$ cat config.mk
export PLATFORM = sky130hd
export DESIGN_NAME = rah_tx_arbiter
export DESIGN_NICKNAME = d
export VERILOG_FILES = /design/src/rtl/rah_tx_arbiter.sv
export SDC_FILE = /design/constraint.sdc
export NUM_CORES = 1
export LEC_CHECK = 0
export CAP_MARGIN = 20
export CORE_MARGIN = 10
export CORE_UTILIZATION = 35
export DETAILED_ROUTE_END_ITERATION = 10
export PLACE_DENSITY = 0.89
export SYNTH_ARGS = -nofsm -noshare
export SYNTH_HDL_FRONTEND = slang
export SYNTH_SLANG_ARGS = --single-unit
$ cat constraint.sdc
create_clock -name clk -period 2.5 [get_ports clk]
set_clock_uncertainty 0.15 [all_clocks]
set_input_delay 0.5 -clock clk [delete_from_list [all_inputs] [get_ports clk]]
set_output_delay 0.5 -clock clk [all_outputs]
set_load 0.05 [all_outputs]
$ cat src/rtl/rah_tx_arbiter.sv
// Round-robin packet-locked arbiter in front of the rah_encoder write port.
// Ports: clk/rstn, app_en, req_valid/last/data -> req_ready; fifo_full -> wr_en/wr_data/wr_app_id, busy, burst_err.
module rah_tx_arbiter #(
  parameter int TOTAL_APPS       = 4,
  parameter int RAH_PACKET_WIDTH = 48,
  parameter int MAX_BURST        = 64,
  parameter int ID_W = (TOTAL_APPS > 1) ? $clog2(TOTAL_APPS) : 1
) (
  input  logic                                 clk,
  input  logic                                 rstn,
  input  logic [TOTAL_APPS-1:0]                app_en,
  input  logic [TOTAL_APPS-1:0]                req_valid,
  input  logic [TOTAL_APPS-1:0]                req_last,
  input  logic [TOTAL_APPS*RAH_PACKET_WIDTH-1:0] req_data,
  output logic [TOTAL_APPS-1:0]                req_ready,
  input  logic                                 fifo_full,
  output logic                                 wr_en,
  output logic [RAH_PACKET_WIDTH-1:0]          wr_data,
  output logic [ID_W-1:0]                      wr_app_id,
  output logic                                 busy,
  output logic                                 burst_err
);

  localparam int N  = TOTAL_APPS;
  localparam int W  = RAH_PACKET_WIDTH;
  localparam int BW = (MAX_BURST > 1) ? $clog2(MAX_BURST) : 1;

  localparam logic [0:0] S_IDLE  = 1'b0;
  localparam logic [0:0] S_BURST = 1'b1;

  localparam logic [BW-1:0] BEAT_MAX = BW'(MAX_BURST - 1);
  localparam logic [ID_W-1:0] LAST_ID = ID_W'(N - 1);

  logic [0:0]      state;
  logic [ID_W-1:0] rr_ptr;
  logic [ID_W-1:0] grant;
  logic [BW-1:0]   beat_cnt;

  logic [N-1:0]    cand;
  logic [ID_W-1:0] pick;
  logic [ID_W-1:0] idx;
  logic            found;
  logic [ID_W-1:0] rr_nxt;
  logic [W-1:0]    sel_data;
  logic            xfer;
  logic            cut;
  logic            done;

  // First eligible app at or after rr_ptr, wrapping modulo N.
  always_comb begin
    cand  = req_valid & app_en;
    pick  = '0;
    found = 1'b0;
    idx   = '0;
    for (int k = 0; k < N; k++) begin
      idx = (int'(rr_ptr) + k >= N) ?
            ID_W'(int'(rr_ptr) + k - N) :
            ID_W'(int'(rr_ptr) + k);
      if (!found && cand[idx]) begin
        found = 1'b1;
        pick  = idx;
      end
    end
  end

  assign rr_nxt   = (grant == LAST_ID) ? '0 : grant + 1'b1;
  assign sel_data = req_data[int'(grant)*W +: W];

  assign xfer = (state == S_BURST) && req_valid[grant] && !fifo_full;
  assign cut  = xfer && !req_last[grant] && (beat_cnt == BEAT_MAX);
  assign done = xfer && (req_last[grant] || cut);

  // Ready only toward the locked app; IDLE leaves a one-cycle bubble.
  always_comb begin
    req_ready = '0;
    if (state == S_BURST && !fifo_full) req_ready[grant] = 1'b1;
  end

  assign busy = (state == S_BURST);

  always_ff @(posedge clk or negedge rstn) begin
    if (!rstn) begin
      state     <= S_IDLE;
      rr_ptr    <= '0;
      grant     <= '0;
      beat_cnt  <= '0;
      wr_en     <= 1'b0;
      wr_data   <= '0;
      wr_app_id <= '0;
      burst_err <= 1'b0;
    end else begin
      wr_en     <= xfer;
      burst_err <= cut;
      if (xfer) begin
        wr_data   <= sel_data;
        wr_app_id <= grant;
      end
      unique case (state)
        S_IDLE: begin
          if (found) begin
            grant    <= pick;
            beat_cnt <= '0;
            state    <= S_BURST;
          end
        end
        S_BURST: begin
          if (done) begin
            state    <= S_IDLE;
            rr_ptr   <= rr_nxt;
            beat_cnt <= '0;
          end else if (xfer) begin
            beat_cnt <= beat_cnt + 1'b1;
          end
        end
        default: state <= S_IDLE;
      endcase
    end
  end

endmodule

### Word-level counts from Yosys, hierarchy flattened

Cells that the tools add are included.

| word-level totals | value |
|---|---|
| flip-flop bits (word level) | 63 |
| bits in latches | 0 |
| memory bits (writable) | 0 |
| ROM bits | 0 |
| input bits | 207 |
| output and inout port bits | 57 |
| memories | 0 |

| cells by class | value |
|---|---|
| add/sub/neg operators | 9 |
| multiply operators | 1 |
| div/mod/pow operators | 0 |
| order comparisons | 10 |
| equality and inequality tests | 4 |
| shifts and indexed selects | 1 |
| multiplexer cells | 35 |
| bitwise gates (word level) | 2 |
| reductions and logical operators | 19 |

Operators with widths:

| operator | number |
|---|---|
| $shiftx 192x9->48 | 1 |
| $mux 2 | 9 |
| $mux 6 | 3 |
| $lt 2x3->1 const B | 5 |
| $mux 1 | 13 |
| $bmux 1 s2 | 6 |
| $pmux 6 s2 | 1 |
| $logic_and 1x1->1 | 10 |
| $ge 3x3->1 const B | 3 |
| $sub 2x1->2 const B | 4 |
| $add 2x2->3 const B | 2 |
| $add 6x1->6 const B | 1 |
| $eq 6x6->1 const B | 1 |
| $reduce_and 2->1 | 3 |
| $logic_not 1->1 | 5 |
| $and 4x4->4 | 1 |
| $mul 2x2->4 const B | 1 |
| $mux 4 | 1 |
| $add 2x1->3 const B | 1 |
| $ge 2x3->1 const B | 1 |
| $ne 3x1->1 const B | 1 |
| $add 2x1->2 const B | 1 |
| $demux 1 s2 | 1 |
| $eq 2x2->1 const B | 1 |
| other kinds (5) | 5 |

### Depth between registers and ports, before layout

| depth | value |
|---|---|
| depth in word-level cells | 16 |
| mapped depth | 7 |
| depth with buffers taken out | 5 |

### Worst setup path before layout

Ideal clock, no wire load.

| path | value |
|---|---|
| path type | register -> output |
| from | register grant[0] |
| to | output req_ready[0] |
| data arrival time | 1.560 ns |
| required time | 1.850 ns |
| path slack | 0.290 ns |
| cell stages (with the launch flop) | 6 |
| buffers on the path | 2 |
| cells stage by stage | dfrtp_1 -> buf_6 -> clkbuf_1 -> inv_1 -> ha_1 -> and2_1 |

| on the way | value |
|---|---|
| word-level cells in the longest chain between the ends | 5 |
| elaborated cells on any way between the ends | 6 |
| those cells by class | order compare: 2; mux: 3; reduce/logical: 1 |

RTL lines:

| element | line | text |
|---|---|---|
| start, declared | 36 | `logic [ID_W-1:0] grant;` |
| start signal, assigned | 101 | `grant <= pick;` |
| $lt 2x3->1 (implied by the code) / $ge 2x1->1 (equally long branches) | 76 | `if (state == S_BURST && !fifo_full) req_ready[grant] = 1'b1;` |
| $logic_and 1x1->1 (implied by the code) | 76 |  |
| $mux 1 (implied by the code) | 76 |  |
| $demux 1 s2 * | 76 |  |
| $mux 4 * | 76 |  |
| end, declared | 15 | `output logic [TOTAL_APPS-1:0] req_ready,` |

Mark *: on every way between the ends. The rest lies on a longest branch, timed or not.

### Final worst setup path

| path | value |
|---|---|
| from | register state, in the netlist busy |
| to | output busy |

RTL lines:

| element | line | text |
|---|---|---|
| start, declared | 34 | `logic [0:0] state;` |
| start signal, assigned | 83 | `state <= S_IDLE;` |
| start signal, assigned | 103 | `state <= S_BURST;` |
| start signal, assigned | 108 | `state <= S_IDLE;` |
| end, declared | 20 | `output logic busy,` |

No word-level cell between the ends.

==> results.toml <==
[sta]
slew_headroom_pct = 62.43
rsz0062_at_grt = "no"
hold_viol = 0
tns_ns = 0
tightest_slew_ns = 0.5618
slew_violations = 0
fin_crit_sh_pct = 91.11
setup_violations = 0
fmax_mhz = 439.0
post-route-min-period_ns = 2.278

[clocking]
cts_tree = "done"
cts_sinks = 63
clock-root-buffer = "clkbuf_8"
insertion_delay_ns = 0.33
numCtsBuffers = 9
cts_max_path_buffers = 2
htreeDepth = 3
cts_resized = 0
cts.clk_slew.worst_paths_ns = 0.07

[worst_setup_path]
ff2ff_path_depth = 4
path_class = "reg -> out"
path_cells = "clkdlybuf4s50_1"
crit_family = "buffers and inverters"
crit_buf_inv = 1
crit_fanout = 7
slowest_delay_ns = 0.85
cpMaxStageDelayCell = "clkdlybuf4s50_1"
r2r-start = "grant[0]"
reg2reg_setup_slack_ns = 0.37
cp-end-kind = "output port"
required_ns = 1.85
cp-start-kind = "flip-flop"
r2r-end = "rr_ptr[0]"
arrival_ns = 1.63

[status]
status = "finished, final reports clean"

[worst_hold_path]
whs_endpoint = "wr_data[41]"
whs_path_depth = 2
hp-start = "wr_data[41]"
worstHoldPathType = "reg -> reg"

[routing]
via_per_inst = 5.208
drt_iter0_drc = 289
wirelength_mm = 15.57
dr.pass1.iters = 5
wl_per_cell_um = 20.33
num_vias = 3989
post-route-drc-count = 0
route.antenna.remaining_nets = 0

[global_routing]
grt_start_max_net_pins = 32
grt_pass1_wl_mm = 24.44
grt_pass1_vias = 4481
overflow = 0
grt_usage_pct = 19.57
antenna_found_initial = 0

[logic_synthesis]
synth_ff_type = "dfrtp_1"
yosysUniqueCellTypes = 37
synth_cells = 359
yosys_warnings = 0
synth_edf_count = 0
syn_nets = 571
seq_area_frac_synth_pct = 40.99
syn_avg_cell_area_sq_um = 10.71
async_flop_share_pct = 100.0
ys_ff_latch = 63
syn-cell-area_sq_um = 3846

[place]
port_buffers = 263
placed_area_sq_um = 6693
place_hpwl_mm = 13.10
gp_congestion = 0.8741

[final_layout]
final_cell_area_sq_um = 6848
fin_nets = 835
final_cell_mix = "clkdlybuf4s50_1 (258), nand2_1 (155), dfrtp_1 (61), mux4_2 (49), buf_4 (12)"
diodes = 0
drive_gt1_share_pct = 13.42
fillCellCount = 848
final_common_cell = "clkdlybuf4s50_1"
areaGrowthSynthToFinish_pct = 78.04

[power]
peakVddDrop_mv = 0.7092
power_density_nw_per_um2 = 1115
p_leak_uw = 0.002885

[flow_run]
maxCapViolCount = 0

[die]
die_y_um = 124.8
die_w_um = 124.8
rows = 38
core_area_sq_um = 10790
start_util_pct = 35.64
num_io_pins = 264
fp.dieArea_sq_um = 15580
[report_power, final]
| group | total [uW] | internal, uW | leakage (uW) | switching (uW) |
|---|---|---|---|---|
| sequential | 1850 | 1490 | 0.000788 | 366 |
| combinational | 5080 | 2120 | 0.00202 | 2970 |
| clock | 703 | 346 | 0.0000761 | 357 |
| total | 7640 | 3950 | 0.00289 | 3690 |
[final cells by class]
type	count	area (sq um)	share of cell area, %
timing repair buffer	276	2768	40.42
multi-input combinational	266	2152	31.43
sequential	63	1582	23.10
tap	140	175.2	2.558
clock buffer	12	135.1	1.973
inverter	7	26.28	0.3837
clock inverter	2	10.01	0.1462
[sequential cells by signal, indices dropped and copies added (netlist names)]
signal and cells:
busy 1, wr_data 48, burst_err 1, wr_app_id 2
beat_cnt 6, grant 2, wr_en 1, rr_ptr 2
[how the worst max path moves through the flow]
stage              start            to  slack, ns  depth (start not counted)
2_1_floorplan   grant[0]  req_ready[0]       0.29                          5
3_3_place_gp   fifo_full   beat_cnt[5]       0.09                          5
3_5_place_dp   fifo_full     rr_ptr[0]      0.002                          5
4_1_cts             busy          busy       0.20                          1
5_1_grt             busy          busy       0.15                          1
6_report            busy          busy       0.22                          1
[metrics by stage]
step	std cells	hold WS [ns]	worst slack (ns)	utilization (%)	power (uW)
2_1_floorplan	359	0.05441	0.2898	-	5157
3_3_place_gp	751	0.2997	0.09219	62.01	6830
3_5_place_dp	751	0.3054	0.001962	62.01	7013
4_1_cts	766	0.3193	0.2020	63.45	7738
5_1_grt	766	0.3425	0.1524	63.45	8131
6_report	766	0.3145	0.2223	63.45	7638
[what timing repair did]
action	CTS	global route
hold endpoints to repair	19	0
hold buffers	1	0
buffers inserted	0	0
[cells in the mapped netlist, types with 2 or more instances]
master      n  share of area (%)
a21oi_1     3               0.39
and2_1      4               0.65
and3_1      2               0.33
buf_2       7               0.91
clkbuf_1   15                1.5
dfrtp_1    63                 41
ha_1        5                1.6
inv_1       6               0.59
mux2_2      2               0.59
mux4_2     49                 29
nand2_1   155                 15
nand3_1    11                1.4
nor2_1      7               0.68
o211ai_1    2               0.39
o21ai_0     3               0.39
o21ai_1     3               0.39
o41ai_1     2               0.46
[kinds of logic (layout without fill, tap and decap cells)]
logic type	after synthesis	in the layout	share of synthesized area, %
buffers and inverters	30	297	3.350
AOI/OAI and AO/OA	22	22	4.522
adders and majority gates	5	5	1.627
muxes	53	53	29.83
and+or+nand+nor	186	186	19.68
DFF	63	63	40.99
[per-layer routing]
metal | share of wire, % | global-route usage (%) | vias up
met2 | 53 | 35.08 | 218
li1 | - | - | 1799
met4 | 2.0 | 6.165 | 0
met1 | 36 | 20.20 | 1945
met5 | 0 | 0 | -
met3 | 9.9 | 8.255 | 27
(Power assumes the default switching activity.)
